**config.mk**
```make
export PLATFORM = sky130hd
export DESIGN_NAME = cv32e40p_x_wb_arbiter
export DESIGN_NICKNAME = d
export VERILOG_FILES = /design/src/rtl/cv32e40p_x_if_pkg.sv /design/src/rtl/cv32e40p_x_wb_fifo.sv /design/src/rtl/cv32e40p_x_wb_arbiter.sv
export SDC_FILE = /design/constraint.sdc
export NUM_CORES = 1
export LEC_CHECK = 0
export CORE_MARGIN = 10
export CORE_UTILIZATION = 35
export DETAILED_ROUTE_END_ITERATION = 12
export GPL_TIMING_DRIVEN = 0
export HOLD_SLACK_MARGIN = 0.1
export PLACE_DENSITY_LB_ADDON = 0.08
export SETUP_SLACK_MARGIN = 0.1
export SYNTH_ARGS = -nofsm -noshare
export SYNTH_HDL_FRONTEND = slang
export SYNTH_SLANG_ARGS = --single-unit
export TNS_END_PERCENT = 30
```
**constraint.sdc**
```tcl
create_clock -name clk_i -period 6.7 [get_ports clk_i]
set_input_delay 0.67 -clock clk_i [delete_from_list [all_inputs] [get_ports clk_i]]
set_output_delay 0.67 -clock clk_i [all_outputs]
set_load 0.02 [all_outputs]
```
**src/rtl/cv32e40p_x_if_pkg.sv**
```systemverilog
// Shared x-interface types: the buffered writeback entry carried from the
// result channel to the register-file write port.
package cv32e40p_x_if_pkg;

  typedef struct packed {
    logic [4:0]  waddr;
    logic [31:0] wdata;
  } x_wb_entry_t;

  // x0 results still retire but must never reach the register file
  function automatic logic entry_writes_rf(x_wb_entry_t entry);
    return entry.waddr != 5'd0;
  endfunction

endpackage

```
**src/rtl/cv32e40p_x_wb_fifo.sv**
```systemverilog
// In-order buffer for accepted x-interface results; empty/full are registered
// so that the ready handshake has no combinational path from valid.
module cv32e40p_x_wb_fifo
  import cv32e40p_x_if_pkg::*;
#(
  parameter int unsigned DEPTH = 2
) (
  input  logic        clk_i,
  input  logic        rst_i,
  input  logic        push,
  input  logic        pop,
  input  x_wb_entry_t din,
  output x_wb_entry_t dout,
  output logic        empty,
  output logic        full
);

  localparam int unsigned AW = $clog2(DEPTH);
  localparam int unsigned CW = AW + 1;

  x_wb_entry_t     mem [DEPTH];
  logic [AW-1:0]   wptr_reg, rptr_reg;
  logic [CW-1:0]   count_reg, count_next;
  logic            empty_reg, full_reg;

  always_comb begin
    count_next = count_reg;
    if (push && !pop) count_next = count_reg + 1'b1;
    else if (!push && pop) count_next = count_reg - 1'b1;
  end

  always_ff @(posedge clk_i) begin
    if (push) mem[wptr_reg] <= din;
  end

  // DEPTH is a power of two, so pointer wrap is the natural overflow
  always_ff @(posedge clk_i) begin
    if (rst_i) begin
      wptr_reg  <= '0;
      rptr_reg  <= '0;
      count_reg <= '0;
      empty_reg <= 1'b1;
      full_reg  <= 1'b0;
    end else begin
      if (push) wptr_reg <= wptr_reg + 1'b1;
      if (pop)  rptr_reg <= rptr_reg + 1'b1;
      count_reg <= count_next;
      empty_reg <= (count_next == '0);
      full_reg  <= (count_next == CW'(DEPTH));
    end
  end

  assign dout  = mem[rptr_reg];
  assign empty = empty_reg;
  assign full  = full_reg;

endmodule

```
**src/rtl/cv32e40p_x_wb_arbiter.sv**
```systemverilog
// Shares the register-file write port between the core WB stage and buffered
// x-interface results, forcing a drain slot when results starve.
module cv32e40p_x_wb_arbiter
  import cv32e40p_x_if_pkg::*;
#(
  parameter int unsigned DEPTH        = 2,
  parameter int unsigned STARVE_LIMIT = 4
) (
  input  logic        clk_i,
  input  logic        rst_i,
  input  logic        core_we_i,
  input  logic [4:0]  core_waddr_i,
  input  logic [31:0] core_wdata_i,
  output logic        core_stall_o,
  input  logic        x_rvalid_i,
  output logic        x_rready_o,
  input  logic [4:0]  x_rwaddr_i,
  input  logic [31:0] x_rdata_i,
  output logic        rf_we_o,
  output logic [4:0]  rf_waddr_o,
  output logic [31:0] rf_wdata_o,
  output logic        x_wb_done_o,
  output logic [4:0]  x_wb_done_addr_o,
  output logic        buf_empty_o,
  output logic        buf_full_o
);

  localparam int unsigned SW = $clog2(STARVE_LIMIT + 1);

  logic [SW-1:0] starve_cnt_reg, starve_cnt_next;
  x_wb_entry_t   in_entry, head_entry, cand_entry;
  logic          buf_empty, buf_full;
  logic          in_fire, cand_valid, force_drain, core_win, x_win, push, pop;

  assign in_entry = '{waddr: x_rwaddr_i, wdata: x_rdata_i};

  cv32e40p_x_wb_fifo #(.DEPTH(DEPTH)) u_fifo (
    .clk_i (clk_i),
    .rst_i (rst_i),
    .push  (push),
    .pop   (pop),
    .din   (in_entry),
    .dout  (head_entry),
    .empty (buf_empty),
    .full  (buf_full)
  );

  // A reset cycle grants nobody, so a mid-drain reset never retires a result
  always_comb begin
    in_fire     = x_rvalid_i & ~buf_full;
    cand_valid  = ~rst_i & (~buf_empty | in_fire);
    cand_entry  = buf_empty ? in_entry : head_entry;
    force_drain = (starve_cnt_reg == SW'(STARVE_LIMIT)) & cand_valid;
    core_win    = ~rst_i & core_we_i & ~force_drain;
    x_win       = ~core_win & cand_valid;
    pop         = x_win & ~buf_empty;
    push        = ~rst_i & in_fire & ~(x_win & buf_empty);
  end

  always_comb begin
    starve_cnt_next = '0;
    if (cand_valid && core_win) begin
      starve_cnt_next = (starve_cnt_reg == SW'(STARVE_LIMIT)) ? starve_cnt_reg
                                                              : starve_cnt_reg + 1'b1;
    end
  end

  always_ff @(posedge clk_i) begin
    if (rst_i) starve_cnt_reg <= '0;
    else       starve_cnt_reg <= starve_cnt_next;
  end

  always_comb begin
    rf_we_o          = 1'b0;
    rf_waddr_o       = '0;
    rf_wdata_o       = '0;
    x_wb_done_o      = 1'b0;
    x_wb_done_addr_o = '0;
    if (core_win) begin
      rf_we_o    = 1'b1;
      rf_waddr_o = core_waddr_i;
      rf_wdata_o = core_wdata_i;
    end else if (x_win) begin
      rf_we_o          = entry_writes_rf(cand_entry);
      rf_waddr_o       = cand_entry.waddr;
      rf_wdata_o       = cand_entry.wdata;
      x_wb_done_o      = 1'b1;
      x_wb_done_addr_o = cand_entry.waddr;
    end
  end

  assign core_stall_o = ~rst_i & force_drain & core_we_i;
  assign x_rready_o   = ~buf_full;
  assign buf_empty_o  = buf_empty;
  assign buf_full_o   = buf_full;

endmodule

```
==> results.md, run 1 <==
* Tcrit/Tclk final at 0.5567
* Worst setup margin at 2.970 ns
* Layout cells sized above 1 at 0.1891
* Clock Tree Buf Depth at 2
* Ranking of synthesized cells by area: edfxtp_1, mux2i_1, o2bb2ai_1
* Die area at 16540 sq um
* Resized cells post-CTS at 0
* Flop and latch count out of synthesis at 84
* Depth of the most critical reg-to-reg path at 10
* CTS clk-pin slew, worst paths at 0.06 ns
* Place WS at 2.930 ns
* Top-count cell post-synth: edfxtp_1
* FMAX at 0.2681 GHz
* Slew headroom at 0.6470
* Met3 routed WL at 931 microns
* Count of final setup violators at 0
* Die Ht at 128.6 microns
* Setup TNS at 0 ns
* # Post-CTS Setup Buffers at 0
* Largest net degree at the start of global routing at 21
* Num rows at 39
* First-pass GRT wire length at 16980 microns
* GRT overflow at 0
* Unrepaired setup endpoints after global routing: no
* Min-delay worst type: register to register
* Flip-flop count of the largest register after layout at 74
* GRT Total Usage at 0.1291
* Max-slew violations at 0
* Power Dens Cells at 219.6 nW/um^2
* Crit path time final at 3.730 ns
* Avg Synthesized Cell Area at 15.01 sq um
* IO Port Bufs at 125
* H-tree depth at 3
* Worst VDD drop at 0.1045 mV
* Vias in the first global route at 3152
* Clk sinks at 84
* Outcome: complete, no violations
* Post-layout net count at 498
* Hold buffers post-CTS at 0
* Fin. Hold Viols at 0
* Max Fanout on Critical Path at 10
* DR WL met2 at 4995 microns
* DR vias at 2832
* Arrival @ worst endpoint at 3.06 ns
* Top layer in use: met4
* Area grow syn2layout at 43.21%
* Hold Crit Depth at 2
* CTS tree: yes
* DRT antenna net count at 0
* CP Capture Type: primary output
* Vias per cell at 5.004
* RePlAce Congestion at 0.6912
* Die width at 128.6 microns
* Number of library cell types mapped by synthesis at 39
* DRC at 0
* Yosys warns at 0
* Yosys top cell area share at 0.5382
* Worst Skew at 0.005350 ns
* Ys flop type: edfxtp_1
* Synth Cell Area at 4129 sq um
* Routed len/inst at 18.39 microns
* Starting density of the core at 0.3601
* Worst Tran Pin Value at 0.5295 ns
* Synth async-reset ratio at 0
* Core area at 11470 sq um
* Cts bufs inserted at 9
* Post-Syn Nets at 355
* Sequential element share of the synthesized area at 0.5867
* Wl on met1 at 4396 microns
* First drt pass iteration count at 4
* Data required time at the worst endpoint at 6.03 ns
* DRT iter0 DRCs at 101
* Total I/O pin count at 126
* Syn Inst Count at 275
* Initial antenna violation count at 0
* Worst-skew pair later-pin latency at 0.33 ns
* Static Leak at 2.095 nW
* Critical path class: input pin to primary output
* Post-synth EDFFs at 74
* Maxcap violations at 0
* Top cell type by total area after synthesis: edfxtp_1
* Antenna Cells at 0
* Clock Tree Root: clkbuf_16
* Synth top cells by count: edfxtp_1, mux2i_1, o2bb2ai_1
* Final Routed Wirelength at 10410 microns
* Startpoint Class: input pin
* DP Wirelength at 7844 microns
cell type report:
class | instances | area (sq um)
Fill cell | 1017 | 5554
Sequential cell | 84 | 2422
Multi-Input combinational cell | 165 | 1546
Timing Repair Buffer | 132 | 1324
Clock buffer | 14 | 264.0
Tap cell | 143 | 178.9
Buffer | 19 | 141.4
Inverter | 7 | 26.28
Clock inverter | 2 | 10.01
cells by family (layout without fill, tap and decap cells):
group	after synthesis	after routing	share of synthesized area
flops	84	84	0.5867
simple gates	32	32	0.04637
fa+ha+maj	2	2	0.006060
xor+xnor	1	1	0.002122
mux	75	75	0.2058
buf+inv	26	174	0.04061
compound gates	55	55	0.1124
power breakdown:
part	leakage, nW	internal, mW	total (mW)	switching (mW)
Clock	0.137	0.270	0.453	0.183
Sequential	0.759	0.596	0.603	0.00735
Combinational	1.20	0.133	0.242	0.110
critical path, cell delays in order:
cell             delay [ns]
clkdlybuf4s50_1        0.53
nor3b_2                0.36
and3_1                 0.19
buf_2                  0.21
buf_6                  0.18
o2bb2ai_1              0.15
mux2_4                 0.17
clkdlybuf4s50_1        0.60
worst paths after layout:
path	slack [ns]	endpoint	start
setup reg to reg	4.04	u_fifo.mem[0][25]	starve_cnt_reg[0]
hold reg to reg	0.52	u_fifo.rptr_reg	u_fifo.rptr_reg
hold / removal	0.52	u_fifo.rptr_reg	u_fifo.rptr_reg
setup / recovery	2.97	rf_wdata_o[22]	rst_i
metrics by stage:
step	cells	area (sq um)	util	total power, mW	hold slack, ns
after floorplan	275	4129	-	0.7365	0.4786
after global placement	543	5559	0.4848	0.8538	0.4940
after detailed placement	550	5639	0.4918	0.8605	0.5178
after CTS	566	5913	0.5157	1.318	0.5254
after global routing	566	5913	0.5157	1.360	0.5551
final	566	5913	0.5157	1.299	0.5197
routing by layer:
| metal | up-vias | global-route usage |
|---|---|---|
| met5 | - | 0 |
| met4 | 0 | 0.03733 |
| met3 | 6 | 0.05503 |
| met2 | 85 | 0.2067 |
| met1 | 1364 | 0.1555 |
| li1 | 1377 | - |
placed cells by master (no fill, tap or decap), drive strengths merged, types with 7 or more instances in the layout:
cell type / instances
clkdlybuf4s50: 125
edfxtp: 74
inv: 7
buf: 26
dfxtp: 10
o2bb2ai: 32
mux2i: 38
nor2: 10
mux2: 37
clkbuf: 14
(Power assumes the default switching activity.)
==> run 2: changes to the inputs <==
==> constraint.sdc (replaced) <==
create_clock -name clk_i -period 3.85 [get_ports clk_i]
set_input_delay 0.385 -clock clk_i [delete_from_list [all_inputs] [get_ports clk_i]]
set_output_delay 0.385 -clock clk_i [all_outputs]
set_load 0.02 [all_outputs]
==> results.md, run 2 (synthesized netlist as in run 1, its figures left out) <==
* Outcome: complete, no violations
* Total I/O pin count at 126
* Data required time at the worst endpoint at 3.46 ns
* Comb pwr share at 0.190
* Post-layout net count at 495
* Max-slew violations at 0
* Die Ht at 128.6 microns
* Static Leak at 2.062 nW
* Area grow syn2layout at 42.36%
* Die area at 16540 sq um
* Arrival @ worst endpoint at 2.83 ns
* Sw Ratio at 0.2367
* DRC at 0
* Setup TNS at 0 ns
* Maxcap violations at 0
* Min-delay worst type: register to register
* Final Routed Wirelength at 10420 microns
* Layout cells sized above 1 at 0.1794
* Antenna Cells at 0
* Slew headroom at 0.7025
* # Post-CTS Setup Buffers at 0
* DR vias at 2775
* Core area at 11470 sq um
* CTS tree: yes
* Largest net degree at the start of global routing at 23
* Worst-skew pair later-pin latency at 0.33 ns
* Worst Skew at 0.005763 ns
* Sequential power share at 0.473
* Cts bufs inserted at 9
* Fin. Hold Viols at 0
* First drt pass iteration count at 4
* Tcrit/Tclk final at 0.8364
* Starting density of the core at 0.3601
* Worst VDD drop at 0.2284 mV
* Most common cell after layout, fill and taps aside: clkdlybuf4s50_1
* Post-DP Area at 5629 sq um
* Critical path class: input pin to primary output
* Unrepaired setup endpoints after global routing: no
* Count of final setup violators at 0
* Routed len/inst at 18.57 microns
* Internal at 1.692 mW
* H-tree depth at 3
* DRT iter0 DRCs at 96
* Crit path time final at 3.220 ns
* Die width at 128.6 microns
* Sw Pwr at 524.7 uW
* Final instance area at 5878 sq um
* CP Capture Type: primary output
* Vias in the first global route at 2994
* Clock Tree Buf Depth at 2
* DP Wirelength at 7690 microns
* Hold buffers post-CTS at 0
* Power Dens Cells at 377.1 nW/um^2
* FMAX at 0.3106 GHz
* IO Port Bufs at 125
* Startpoint Class: input pin
* CTS clk-pin slew, worst paths at 0.06 ns
* Clk sinks at 84
* RePlAce Congestion at 0.7296
* Max Fanout on Critical Path at 10
* Hold Slack at 0.5237 ns
* Num rows at 39
* DRT antenna net count at 0
* Flip-flop count of the largest register after layout at 74
* First-pass GRT wire length at 16200 microns
* Vias per cell at 4.947
* Initial antenna violation count at 0
* Resized cells post-CTS at 0
* Most frequent cells in the layout: clkdlybuf4s50_1, edfxtp_1, mux2i_1, o2bb2ai_1, mux2_2
* Worst Tran Pin Value at 0.4462 ns
* GRT overflow at 0
* Clock Tree Root: clkbuf_16
* Clock power frac at 0.336
* GRT Total Usage at 0.1242
[run 2: layer usage]
metal | GRT usage | up-vias | wire [microns] | share of wire
met5 | 0 | - | 0 | 0
met4 | 0.05239 | 0 | 178 | 0.017
met3 | 0.04066 | 13 | 778 | 0.075
met2 | 0.2037 | 86 | 5076 | 0.49
met1 | 0.1466 | 1304 | 4384 | 0.42
li1 | - | 1372 | - | -
[run 2: power by group through the flow]
stage	Sequential (mW)	Clock, mW	Combinational [mW]
detailed placement	1.07	0	0.427
CTS	1.05	0.769	0.429
global placement	1.07	0	0.416
floorplan	1.07	0	0.213
global route	1.05	0.805	0.455
finish	1.05	0.745	0.422
[run 2: layout make-up]
class	count	area (sq um)
fillers	1001	5589
flip-flops and latches	84	2422
multi-input cells	165	1555
repair buffers	129	1305
clock buffers	11	232.7
well taps	143	178.9
plain buffers	19	141.4
inverters	7	26.28
clock inverters	3	16.27
[run 2: final timing paths]
path / depth (start not counted) / startpoint / to / slack [ns]
min reg2reg: 2 / u_fifo.rptr_reg / register / 0.52
max reg2reg: 8 / starve_cnt_reg[0] / u_fifo.mem[1][1] / 1.34
min: 2 / u_fifo.rptr_reg / register / 0.52
max: 8 / rst_i / rf_wdata_o[27] / 0.63
[run 2: critical path, stage by stage]
cell and delay [ns]:
clkdlybuf4s50_1 0.53, nor3b_2 0.38, and3_1 0.20, buf_2 0.22, buf_6 0.19, o2bb2ai_1 0.16
mux2_4 0.17, clkdlybuf4s50_1 0.60
[run 2: per-stage QoR]
stage	instances	total power [mW]	util	worst slack (ns)
floorplan	275	1.282	-	0.9472
global placement	543	1.485	0.4861	-0.3195
detailed placement	547	1.496	0.4909	0.6355
CTS	561	2.249	0.5126	0.6281
global route	561	2.313	0.5126	0.4807
finish	561	2.217	0.5126	0.6300
